[config.mk]
export PLATFORM = sky130hd
export DESIGN_NAME = pipelined_signed_adder_flat
export DESIGN_NICKNAME = d
export VERILOG_FILES = /design/src/rtl/pipelined_signed_adder_if.sv /design/src/rtl/pipelined_signed_adder.sv /design/src/flat_wrapper.sv
export SDC_FILE = /design/constraint.sdc
export NUM_CORES = 1
export LEC_CHECK = 0
export CELL_PAD_IN_SITES_DETAIL_PLACEMENT = 1
export CELL_PAD_IN_SITES_GLOBAL_PLACEMENT = 2
export CORE_MARGIN = 2
export CORE_UTILIZATION = 26
export CTS_CLUSTER_SIZE = 12
export DETAILED_ROUTE_END_ITERATION = 8
export MAX_ROUTING_LAYER = met4
export PLACE_DENSITY_LB_ADDON = 0.2
export SLEW_MARGIN = 20
export SYNTH_ARGS = -nofsm -noshare
export SYNTH_HDL_FRONTEND = slang
export SYNTH_SLANG_ARGS = --single-unit
export TNS_END_PERCENT = 10
[constraint.sdc]
create_clock -name clk -period 4.08 [get_ports clk]
set_clock_uncertainty 0.1 [all_clocks]
set_input_delay 0.612 -clock clk [delete_from_list [all_inputs] [get_ports clk]]
set_output_delay 0.612 -clock clk [all_outputs]
set_load 0.05 [all_outputs]
[src/rtl/pipelined_signed_adder_if.sv]
// Operand/result bundle for one pipelined_signed_adder: two signed operands
// with a valid flag going in, the one-bit-wider sum and its valid coming out.
interface pipelined_signed_adder_if #(
  parameter int IN_WIDTH = 31
);
  logic                       in_valid;
  logic signed [IN_WIDTH-1:0] a;
  logic signed [IN_WIDTH-1:0] b;
  logic signed [IN_WIDTH:0]   s;
  logic                       out_valid;

  modport master (output in_valid, a, b, input s, out_valid);
  modport slave  (input in_valid, a, b, output s, out_valid);
endinterface

[src/rtl/pipelined_signed_adder.sv]
// Registered two's-complement adder, output one bit wider than the operands.
// LATENCY=1 is a single registered add. For LATENCY>1 the sign-extended
// carry chain is cut into LATENCY slices of ceil((IN_WIDTH+1)/LATENCY) bits;
// slice k is added in stage k with the registered carry from slice k-1.
// Operands ride along so upper slices stay aligned, and finished lower
// slices are carried forward in the partial-sum register.
module pipelined_signed_adder #(
  parameter int IN_WIDTH = 31,
  parameter int LATENCY  = 1
) (
  input logic clk,
  input logic sclr_n,
  input logic ce,
  pipelined_signed_adder_if.slave bus
);
  localparam int W   = IN_WIDTH + 1;
  localparam int SEG = (W + LATENCY - 1) / LATENCY;

  logic [W-1:0]              a_x, b_x;
  logic [LATENCY-1:0][W-1:0] acc;
  logic [LATENCY-1:0]        vld_pipe;

  assign a_x           = {bus.a[IN_WIDTH-1], bus.a};
  assign b_x           = {bus.b[IN_WIDTH-1], bus.b};
  assign bus.s         = acc[LATENCY-1];
  assign bus.out_valid = vld_pipe[LATENCY-1];

  // valid flag shifts alongside the data, one flop per stage
  always_ff @(posedge clk) begin
    if (!sclr_n) begin
      vld_pipe <= '0;
    end else if (ce) begin
      vld_pipe[0] <= bus.in_valid;
      for (int i = 1; i < LATENCY; i++) vld_pipe[i] <= vld_pipe[i-1];
    end
  end

  if (LATENCY == 1) begin : g_flat
    // whole sum in one registered add
    always_ff @(posedge clk) begin
      if (!sclr_n)  acc[0] <= '0;
      else if (ce)  acc[0] <= a_x + b_x;
    end
  end else begin : g_seg
    logic [LATENCY-2:0][W-1:0] op_a, op_b;
    logic [LATENCY-2:0]        cy;

    for (genvar k = 0; k < LATENCY; k++) begin : g_stg
      // slice k covers bits [LO, HI); trailing slices may be empty when
      // LATENCY does not divide the width evenly
      localparam int LO = k * SEG;
      localparam int HI = ((k + 1) * SEG < W) ? (k + 1) * SEG : W;
      localparam logic [W-1:0] M = ({W{1'b1}} << LO) & ~({W{1'b1}} << HI);

      logic [W-1:0] pa, pb, pacc, t;
      logic         pcy;

      if (k == 0) begin : g_src
        assign pa   = a_x;
        assign pb   = b_x;
        assign pacc = '0;
        assign pcy  = 1'b0;
      end else begin : g_src
        assign pa   = op_a[k-1];
        assign pb   = op_b[k-1];
        assign pacc = acc[k-1];
        assign pcy  = cy[k-1];
      end

      // masking confines the adder to this slice; t[HI] is its carry out
      assign t = (pa & M) + (pb & M) + ({{(W-1){1'b0}}, pcy} << LO);

      // merge this slice into the partial sum, keep already-finished bits
      always_ff @(posedge clk) begin
        if (!sclr_n)  acc[k] <= '0;
        else if (ce)  acc[k] <= (pacc & ~M) | (t & M);
      end

      if (k < LATENCY - 1) begin : g_fwd
        logic co;
        if (HI < W) begin : g_co
          assign co = t[HI];
        end else begin : g_co
          assign co = 1'b0;
        end

        // hand operands and slice carry to the next stage
        always_ff @(posedge clk) begin
          if (!sclr_n) begin
            op_a[k] <= '0;
            op_b[k] <= '0;
            cy[k]   <= 1'b0;
          end else if (ce) begin
            op_a[k] <= pa;
            op_b[k] <= pb;
            cy[k]   <= co;
          end
        end
      end
    end
  end
endmodule

[src/flat_wrapper.sv]
// flat-port wrapper written by rule: the top's interface ports become plain ports
module pipelined_signed_adder_flat 
#(
  parameter int IN_WIDTH = 31,
  parameter int LATENCY  = 1
)
  (clk, sclr_n, ce, bus_in_valid, bus_a, bus_b, bus_s, bus_out_valid);
  pipelined_signed_adder_if #(.IN_WIDTH(IN_WIDTH)) bus_i ();
  input logic clk;
  input logic sclr_n;
  input logic ce;
  input wire logic [$bits(bus_i.in_valid)-1:0] bus_in_valid;
  input wire logic [$bits(bus_i.a)-1:0] bus_a;
  input wire logic [$bits(bus_i.b)-1:0] bus_b;
  output wire logic [$bits(bus_i.s)-1:0] bus_s;
  output wire logic [$bits(bus_i.out_valid)-1:0] bus_out_valid;
  assign bus_i.in_valid = bus_in_valid;
  assign bus_i.a = bus_a;
  assign bus_i.b = bus_b;
  assign bus_s = bus_i.s;
  assign bus_out_valid = bus_i.out_valid;
  pipelined_signed_adder #(.IN_WIDTH(IN_WIDTH), .LATENCY(LATENCY)) u_core (.clk(clk), .sclr_n(sclr_n), .ce(ce), .bus(bus_i));
endmodule
==> key figures, run 1 <==
Outcome
  – Status: complete, no violations

Final layout
  – Final Core Density: around two fifths
  – Diodes inserted: 0
  – Final layout net count: 529
  – Layout cells sized above 1: 6.48%
  – Syn-to-layout area delta: 44.5%

Synthesis
  – Post-synth EDFFs: 0
  – Syn_area_per_cell: 8.29 µm²
  – Post-synth top cells: 33 x dfxtp_1, 33 x nor2_1, 31 x ha_1
  – Distinct cells, synth: 62
  – Synth area leader: dfxtp_1
  – Synth warn: 0
  – Main flop type after synthesis: dfxtp_1
  – Async SR Flop Fraction: 0%
  – Yosys reg bits: 33
  – Syn_nets: 434
  – Cell area after synthesis: approximately 2800 µm²
  – Area share of the largest cell type after synthesis: 23.7%
  – Post-synthesis sequential area ratio: 23.7%
  – Mapped Cells: 336
  – Synth area leaders: dfxtp_1 24%, ha_1 14%, mux2i_1 6.1%

Power and ir drop
  – Internal: 0.790 mW
  – Worst vdd ir: roughly 0.14 mV
  – Leakage: 1.68 nW
  – Reg power frac: 29.1%
  – Clock share of power: 25.5%
  – Total power: between 1 and 1.5 mW
  – Combinational fraction of design power: a little under half
  – Switching share of power: 39.2%
  – Pwr Density: 323 nW/µm²
  – Sw Pwr: 0.510 mW

STA
  – Tightest Pin Transition: 685 ps
  – Crit share post-route: 82.5%
  – Hold slack: 378 ps
  – RSZ-0062 raised after global routing: no
  – Setup_tns: 0 ps
  – Min Tclk post-route: 3370 ps
  – Post-route setup slack: 714 ps
  – Hold Vio Cnt, Final: 0
  – Headroom to the max-slew limit: 53.2%
  – Pins Over Slew Limit: 0
  – Final Setup Violations: 0
  – FMAX: 297 MHz

CTS
  – Sink Count: 33
  – Postcts setup bufs: 0
  – Hold-fix buffers, CTS: 0
  – Clk Latency, worst-skew pair: 290 ps
  – CTS tree: built
  – Clock-pin slew on the worst setup and hold paths: 90 ps
  – PostCTS Resize Cnt: 0
  – CTS Buf Count: 5
  – Maximum clock path buffer count: 2
  – H-tree depth: 2
  – CTS root buf: clkbuf_8

Worst hold path
  – Hold Crit Class: reg -> reg
  – Hold Crit Start: u_core.bus.s[18]
  – Worst Hold Path EP: u_core.bus.s[18]
  – Hold depth: 2

Drt
  – Routed Antenna Nets: 0
  – Met3 wirelength from detailed routing: 298 µm
  – Met2 WL: 4.27 mm
  – WL per Instance: 15.8 µm
  – Highest routed layer: met4
  – # DRC: 0
  – Drt pass-1 iters: 4
  – Routed wire length: 8.97 mm
  – Via Count: about 2900
  – Met1 Wirelength: 4.32 mm
  – DRT iter0 DRCs: 32
  – DR vias/cell: 5.07

Critical path
  – WP data required: 4160 ps
  – Crit-path max FO: 5
  – Reg-to-reg endpoint: u_core.bus.s[30]
  – Critical Path End Type: register
  – Critical path type: in -> reg
  – Worst EP arrival: 3450 ps
  – Startpoint Class: input pin
  – R2R Path Start: u_core.bus.s[30]
  – Reg2reg setup slack: 3000 ps
  – Reg2reg path depth: 3

Global routing
  – Initial antenna violation count: 0
  – Largest net degree at the start of global routing: 36
  – Vias in the first global route: 2980
  – Overall Global Routing Usage: between 15 and 20%
  – First-pass GRT wire length: 14.3 mm
  – Grt ovf: 0

Placed design
  – Dpl hpwl: 7.09 mm
  – GP Congestion: ~0.8
  – Pre-CTS setup slack: 398 ps
  – Number of buffers added on ports: 98

Floorplan
  – Die H: about 110 µm
  – Num rows: 37
  – IO Pins: 99
  – Die ar.: 11600 µm²
  – Die width: 108 µm
  – Initial Util: 26.9%
  – Core area: 10400 µm²

Run
  – Maxcap violations: 0
## per-stage QoR
step	std cells	area, µm²
3_5_place_dp	560	3910
4_1_cts	568	4020
5_1_grt	568	4020
3_3_place_gp	560	3910
6_report	568	4020
2_1_floorplan	336	2790
## cell usage in the layout (no fill, tap or decap), types with 8 or more instances in the layout
cell and instances:
nor2_1 33, o21ai_0 14, nand3_1 18, inv_1 11
dfxtp_1 33, xor2_1 8, clkdlybuf4s50_1 97, nand2_1 21
mux2i_1 17, a21o_1 15, xnor2_1 9, a21oi_1 21
ha_1 31
## logic make-up (layout without fill, tap and decap cells)
group	after synthesis	in the layout	share of synthesized area, %
AO/OA/AOI/OAI	102	102	26.8
XOR/XNOR	17	17	5.35
adder cells (fa/ha/maj)	32	32	14.6
buffers and inverters	26	122	3.50
flip-flops	33	33	23.7
multiplexers	18	18	6.51
AND/OR/NAND/NOR	108	108	19.5
## power by group through the flow
stage | Clock [mW] | Combinational (mW) | Sequential (mW)
after CTS | 0.342 | 0.597 | 0.379
after detailed placement | 0 | 0.593 | 0.386
after global placement | 0 | 0.588 | 0.386
after global routing | 0.356 | 0.638 | 0.383
after floorplan | 0 | 0.265 | 0.503
final | 0.331 | 0.590 | 0.378
## worst max-delay path, cell delays in order
cell	delay, ps
clkdlybuf4s50_1	400
ha_1	230
fa_1	410
a21o_1	230
a221oi_2	350
o211ai_2	170
and4_4	220
o211ai_4	220
and2_4	210
nor4_1	50
or3b_1	360
## layer usage
layer,global-route usage (%),up-vias
li1,-,1442
met3,1.88,5
met2,27.3,59
met4,3.57,0
met5,-,-
met1,20.0,1373
## registers in the layout, indices dropped and copies added (netlist names)
signal and cells:
u_core.bus.s 32, u_core.bus.out_valid 1
## layout make-up
type / count / area [µm²]
multi-input cells: 277 / 2030
flip-flops and latches: 33 / 661
clock buffers: 5 / 68.8
inverters: 12 / 45.0
clock inverters: 3 / 46.3
repair buffers: 102 / 1010
fillers: 1251 / 6350
well taps: 136 / 170
## how the worst max path moves through the flow
stage / from / endpoint / slack (ps) / cells after the start
floorplan: bus_b[0] / u_core.bus.s[30] / 1040 / 10
global placement: bus_b[0] / u_core.bus.s[28] / 450 / 11
detailed placement: bus_b[0] / u_core.bus.s[30] / 400 / 11
CTS: bus_b[0] / u_core.bus.s[30] / 730 / 11
global route: bus_b[0] / u_core.bus.s[28] / 590 / 11
finish: bus_b[0] / u_core.bus.s[30] / 710 / 11
Power figures use the tool's default switching activity.
==> run 2: changes to the inputs <==
==> constraint.sdc (replaced) <==
create_clock -name clk -period 3.2 [get_ports clk]
set_clock_uncertainty 0.1 [all_clocks]
set_input_delay 0.48 -clock clk [delete_from_list [all_inputs] [get_ports clk]]
set_output_delay 0.48 -clock clk [all_outputs]
set_load 0.05 [all_outputs]
==> key figures, run 2 (synthesized netlist as in run 1, its figures left out) <==
Critical path
  – CP cell instances: clkdlybuf4s50_1, ha_1, fa_2, a21o_1, a221oi_2, o211ai_2, and4_4, o211ai_4, and2_4, nor4_1, or3b_1
  – CP delay by family, top: compound AO/OA/AOI/OAI gates
  – WP data required: 3270 ps
  – Crit path max-delay cell type: clkdlybuf4s50_1
  – Critical path type: in -> reg
  – Startpoint Class: input pin
  – Crit-path max FO: 4
  – Critical Path End Type: register
  – Buffers & Inverters on Critical Path: 1
  – Worst EP arrival: 3170 ps
  – Slowest stage delay, CP: about 400 ps

Floorplan
  – Initial Util: ~27%
  – IO Pins: 99
  – Num rows: 37
  – Die ar.: approximately 12000 µm²
  – Die width: 108 µm
  – Core area: 10400 µm²
  – Die H: 108 µm

STA
  – RSZ-0062 raised after global routing: no
  – FMAX: 323 MHz
  – Hold slack: 375 ps
  – Post-route setup slack: 99.9 ps
  – Crit share post-route: 96.9%
  – Headroom to the max-slew limit: between 60% and 70%
  – Hold Vio Cnt, Final: 0
  – Min Tclk post-route: roughly 3100 ps
  – Pins Over Slew Limit: 0
  – Final Setup Violations: 0
  – Tightest Pin Transition: 547 ps

CTS
  – Maximum clock path buffer count: 2
  – H-tree depth: 2
  – CTS tree: built
  – Clk Latency, worst-skew pair: ~290 ps
  – Hold-fix buffers, CTS: 0
  – Clock-pin slew on the worst setup and hold paths: 80 ps
  – Sink Count: 33
  – Postcts setup bufs: 0
  – CTS root buf: clkbuf_8
  – CTS Buf Count: 5

Placed design
  – Dpl hpwl: 7.71 mm
  – Pre-CTS setup slack: -260 ps
  – Number of buffers added on ports: 98
  – Dpl cells: slightly below 600
  – Placement Cell Area: 4190 µm²
  – GP Congestion: 0.811

Drt
  – DRT iter0 DRCs: 82
  – Drt pass-1 iters: 4
  – DR vias/cell: 4.99
  – Routed wire length: 9.52 mm
  – WL per Instance: between 15 and 20 µm
  – # DRC: 0
  – Routed Antenna Nets: 0
  – Via Count: 3020

Global routing
  – Initial antenna violation count: 0
  – Vias in the first global route: 3214
  – Grt ovf: 0
  – First-pass GRT wire length: roughly 16 mm
  – Largest net degree at the start of global routing: 25
  – Overall Global Routing Usage: 17.2%

Final layout
  – Filler cells: 1265
  – Fin cells: roughly 600
  – Syn-to-layout area delta: 54.6%
  – Post-route design area: 4310 µm²
  – Final layout net count: 566
  – Most frequent cells in the layout: 97 x clkdlybuf4s50_1, 41 x buf_4, 33 x nor2_1, 33 x dfxtp_1, 31 x ha_1
  – Diodes inserted: 0
  – Max reg flops: 32
  – Most common cell after layout, fill and taps aside: clkdlybuf4s50_1
  – Layout cells sized above 1: around 14%

Power and ir drop
  – Pwr Density: 402 nW/µm²
  – Worst vdd ir: around 0.17 mV
  – Leakage: between 1.5 and 2 nW

Worst hold path
  – Hold Crit Class: reg -> reg

Outcome
  – Status: complete, no violations

Run
  – Maxcap violations: 0
==> run 2: per-stage QoR <==
step	setup TNS, ps	total power, mW	util, %
finish	0	1.73	41.5
CTS	0	1.75	41.5
global placement	-1100	1.30	40.4
floorplan	0	0.980	-
global route	0	1.84	41.5
detailed placement	-1510	1.31	40.4
==> run 2: layer usage <==
| metal | vias to the layer above | part of all wire, % | track usage (%) |
|---|---|---|---|
| met4 | 0 | 1.0 | 4.40 |
| li1 | 1519 | - | - |
| met3 | 9 | 4.3 | 2.24 |
| met5 | - | 0 | - |
| met1 | 1427 | 46 | 21.6 |
| met2 | 65 | 49 | 29.3 |
==> run 2: worst paths after layout <==
check	to	slack [ps]	start	cells after the start
max	u_core.bus.s[30]	100	bus_b[0]	11
min	u_core.bus.s[18]	370	u_core.bus.s[18]	2
max reg2reg	u_core.bus.s[30]	2160	u_core.bus.s[30]	3
min reg2reg	u_core.bus.s[18]	370	u_core.bus.s[18]	2
==> run 2: power by group <==
part,internal (mW),switching [mW],total (mW)
clock network,0.254,0.176,0.431
logic,0.365,0.451,0.816
registers,0.456,0.0271,0.483
total,1.08,0.654,1.73
==> run 2: what timing repair did <==
item / 4_1_cts / 5_1_grt
resized for setup: 0 / 1
endpoints found under the setup margin: 0 / 5
endpoints found under the hold margin: 0 / 0
==> run 2: final cells by class <==
class / instances / area, µm² / share of cell area [%]
tap: 136 / 170 / 3.95
timing repair buffer: 139 / 1280 / 29.8
multi-input combinational: 277 / 2030 / 47.1
clock buffer: 7 / 86.3 / 2.01
clock inverter: 1 / 30.0 / 0.697
sequential: 33 / 661 / 15.3
inverter: 12 / 45.0 / 1.05
==> run 2: worst min-delay path: stages (launching register included) <==
cell	delay, ps
dfxtp_1	320
nand2_1	60
a21oi_1	50
==> run 3: changes to the inputs <==
--- a/config.mk
+++ b/config.mk
@@ -7,7 +7,7 @@
 export LEC_CHECK = 0
 export CELL_PAD_IN_SITES_DETAIL_PLACEMENT = 1
 export CELL_PAD_IN_SITES_GLOBAL_PLACEMENT = 2
-export CORE_MARGIN = 2
+export CORE_MARGIN = 5
 export CORE_UTILIZATION = 26
 export CTS_CLUSTER_SIZE = 12
 export DETAILED_ROUTE_END_ITERATION = 8
==> key figures, run 3 (synthesized netlist as in run 1, its figures left out) <==
STA
  – Min Tclk post-route: between 3000 and 4000 ps
  – Post-route setup slack: 110 ps
  – RSZ-0062 raised after global routing: yes
  – Crit share post-route: 96.6%
  – Hold slack: 365 ps
  – Tightest Pin Transition: 553 ps
  – Final Setup Violations: 0
  – Pins Over Slew Limit: 0
  – Headroom to the max-slew limit: 63.0%
  – Hold Vio Cnt, Final: 0
  – FMAX: 324 MHz

Placed design
  – Pre-CTS setup slack: -208 ps
  – Dpl hpwl: a little under 8 mm
  – GP Congestion: 0.855
  – Dpl cells: between 500 and 600
  – Number of buffers added on ports: 98

Final layout
  – Final Core Density: 41.6%
  – Fin cells: 605
  – Final layout net count: 566
  – Syn-to-layout area delta: 54.7%
  – Most common cell after layout, fill and taps aside: clkdlybuf4s50_1
  – Seq. cell area: 661 µm²
  – Most frequent cells in the layout: 97 x clkdlybuf4s50_1, 41 x buf_4, 33 x nor2_1, 33 x dfxtp_1, 31 x ha_1
  – Multi-input gate area: slightly above 2000 µm²
  – Max reg flops: 32
  – Filler cells: between 1000 and 1500
  – Diodes inserted: 0
  – Layout cells sized above 1: around 14%

CTS
  – Maximum clock path buffer count: 2
  – CTS root buf: clkbuf_8
  – Sink Count: 33
  – CTS tree: built
  – CTS Buf Count: 5
  – Clock-pin slew on the worst setup and hold paths: ~80 ps
  – Hold-fix buffers, CTS: 0
  – H-tree depth: 2
  – Clk Latency, worst-skew pair: 280 ps

Power and ir drop
  – Leakage: 1.86 nW
  – Worst vdd ir: 0.161 mV
  – Pwr Density: around 400 nW/µm²

Global routing
  – First-pass GRT wire length: 16.3 mm
  – Vias in the first global route: 3321
  – Overall Global Routing Usage: 15.6%
  – Initial antenna violation count: 0
  – Grt ovf: 0
  – Largest net degree at the start of global routing: 25

Critical path
  – R2R Path Start: u_core.bus.s[30]
  – Crit-path max FO: 4
  – Reg-to-reg endpoint: u_core.bus.s[30]
  – Reg2reg path depth: 3
  – CP startpoint: bus_b[0]
  – Reg2reg setup slack: 2130 ps
  – WP data required: 3290 ps
  – Critical path type: in -> reg
  – Startpoint Class: input pin
  – Critical Path End Type: register
  – End of the critical path: u_core.bus.s[24]
  – Worst EP arrival: 3180 ps

Drt
  – Routed Antenna Nets: 0
  – Drt pass-1 iters: 4
  – Via Count: just over 3000
  – # DRC: 0
  – Routed wire length: 9.67 mm
  – WL per Instance: 16.0 µm
  – DRT iter0 DRCs: 104
  – DR vias/cell: 5.06

Outcome
  – Status: complete, no violations

Floorplan
  – Die H: 114 µm
  – Num rows: 37
  – Die width: 114 µm
  – Core area: 10400 µm²
  – Initial Util: a little over a quarter
  – Die ar.: 12900 µm²
  – IO Pins: 99

Worst hold path
  – Hold Crit Class: reg -> reg

Run
  – Maxcap violations: 0
[run 3: cell types whose count changed in the layout (fill, tap and decap cells not counted)]
| cell | before | now |
|---|---|---|
| a31oi_1 | 5 | 4 |
| fa_2 | 1 | 0 |
| fa_1 | 0 | 1 |
| a31oi_2 | 0 | 1 |
[run 3: routing by layer]
layer,vias to the layer above,track usage [%],part of all wire (%)
met4,0,4.01,1.4
met3,10,1.96,3.7
met2,69,26.3,48
li1,1519,-,-
met1,1461,19.9,46
met5,-,-,0
[run 3: worst min path at each step]
stage | startpoint | endpoint | slack [ps] | cells past startpoint
after floorplan | bus_in_valid | u_core.bus.out_valid | 530 | 2
after global placement | u_core.bus.s[18] | u_core.bus.s[18] | 360 | 2
after detailed placement | u_core.bus.s[18] | u_core.bus.s[18] | 360 | 2
after CTS | u_core.bus.s[18] | u_core.bus.s[18] | 370 | 2
after global routing | u_core.bus.s[18] | u_core.bus.s[18] | 390 | 2
final | u_core.bus.s[18] | u_core.bus.s[18] | 370 | 2
[run 3: timing repair]
| action | CTS | global route |
|---|---|---|
| setup buffers | 0 | 0 |
| setup endpoints to repair | 0 | 4 |
| resized for setup | 0 | 1 |
| endpoints found under the hold margin | 0 | 0 |
[run 3: power by group]
group	total, mW	switching (mW)	internal, mW
registers	0.483	0.0271	0.456
logic	0.817	0.452	0.365
clock network	0.425	0.171	0.254
total	1.73	0.650	1.08
[run 3: cell type report]
| type | count | share of cell area, % |
|---|---|---|
| clock buffer | 7 | 2.00 |
| clock inverter | 1 | 0.697 |
| inverter | 12 | 1.05 |
| multi-input combinational | 277 | 47.2 |
| sequential | 33 | 15.3 |
| tap | 136 | 3.95 |
| timing repair buffer | 139 | 29.8 |
[run 3: per-stage QoR]
step | area (µm²) | TNS, ps | power [mW]
after floorplan | 2790 | 0 | 0.980
after global placement | 4190 | -942 | 1.30
after detailed placement | 4190 | -1310 | 1.31
after CTS | 4300 | 0 | 1.75
after global routing | 4310 | -31.3 | 1.84
final | 4310 | 0 | 1.73
[run 3: critical path, stage by stage]
cell and delay, ps:
clkdlybuf4s50_1 400, ha_1 230, fa_1 390, a21o_1 220, a221oi_2 280, o211ai_2 150
and4_4 210, o211ai_4 200, a21boi_2 100, o311a_1 300, a32o_1 220
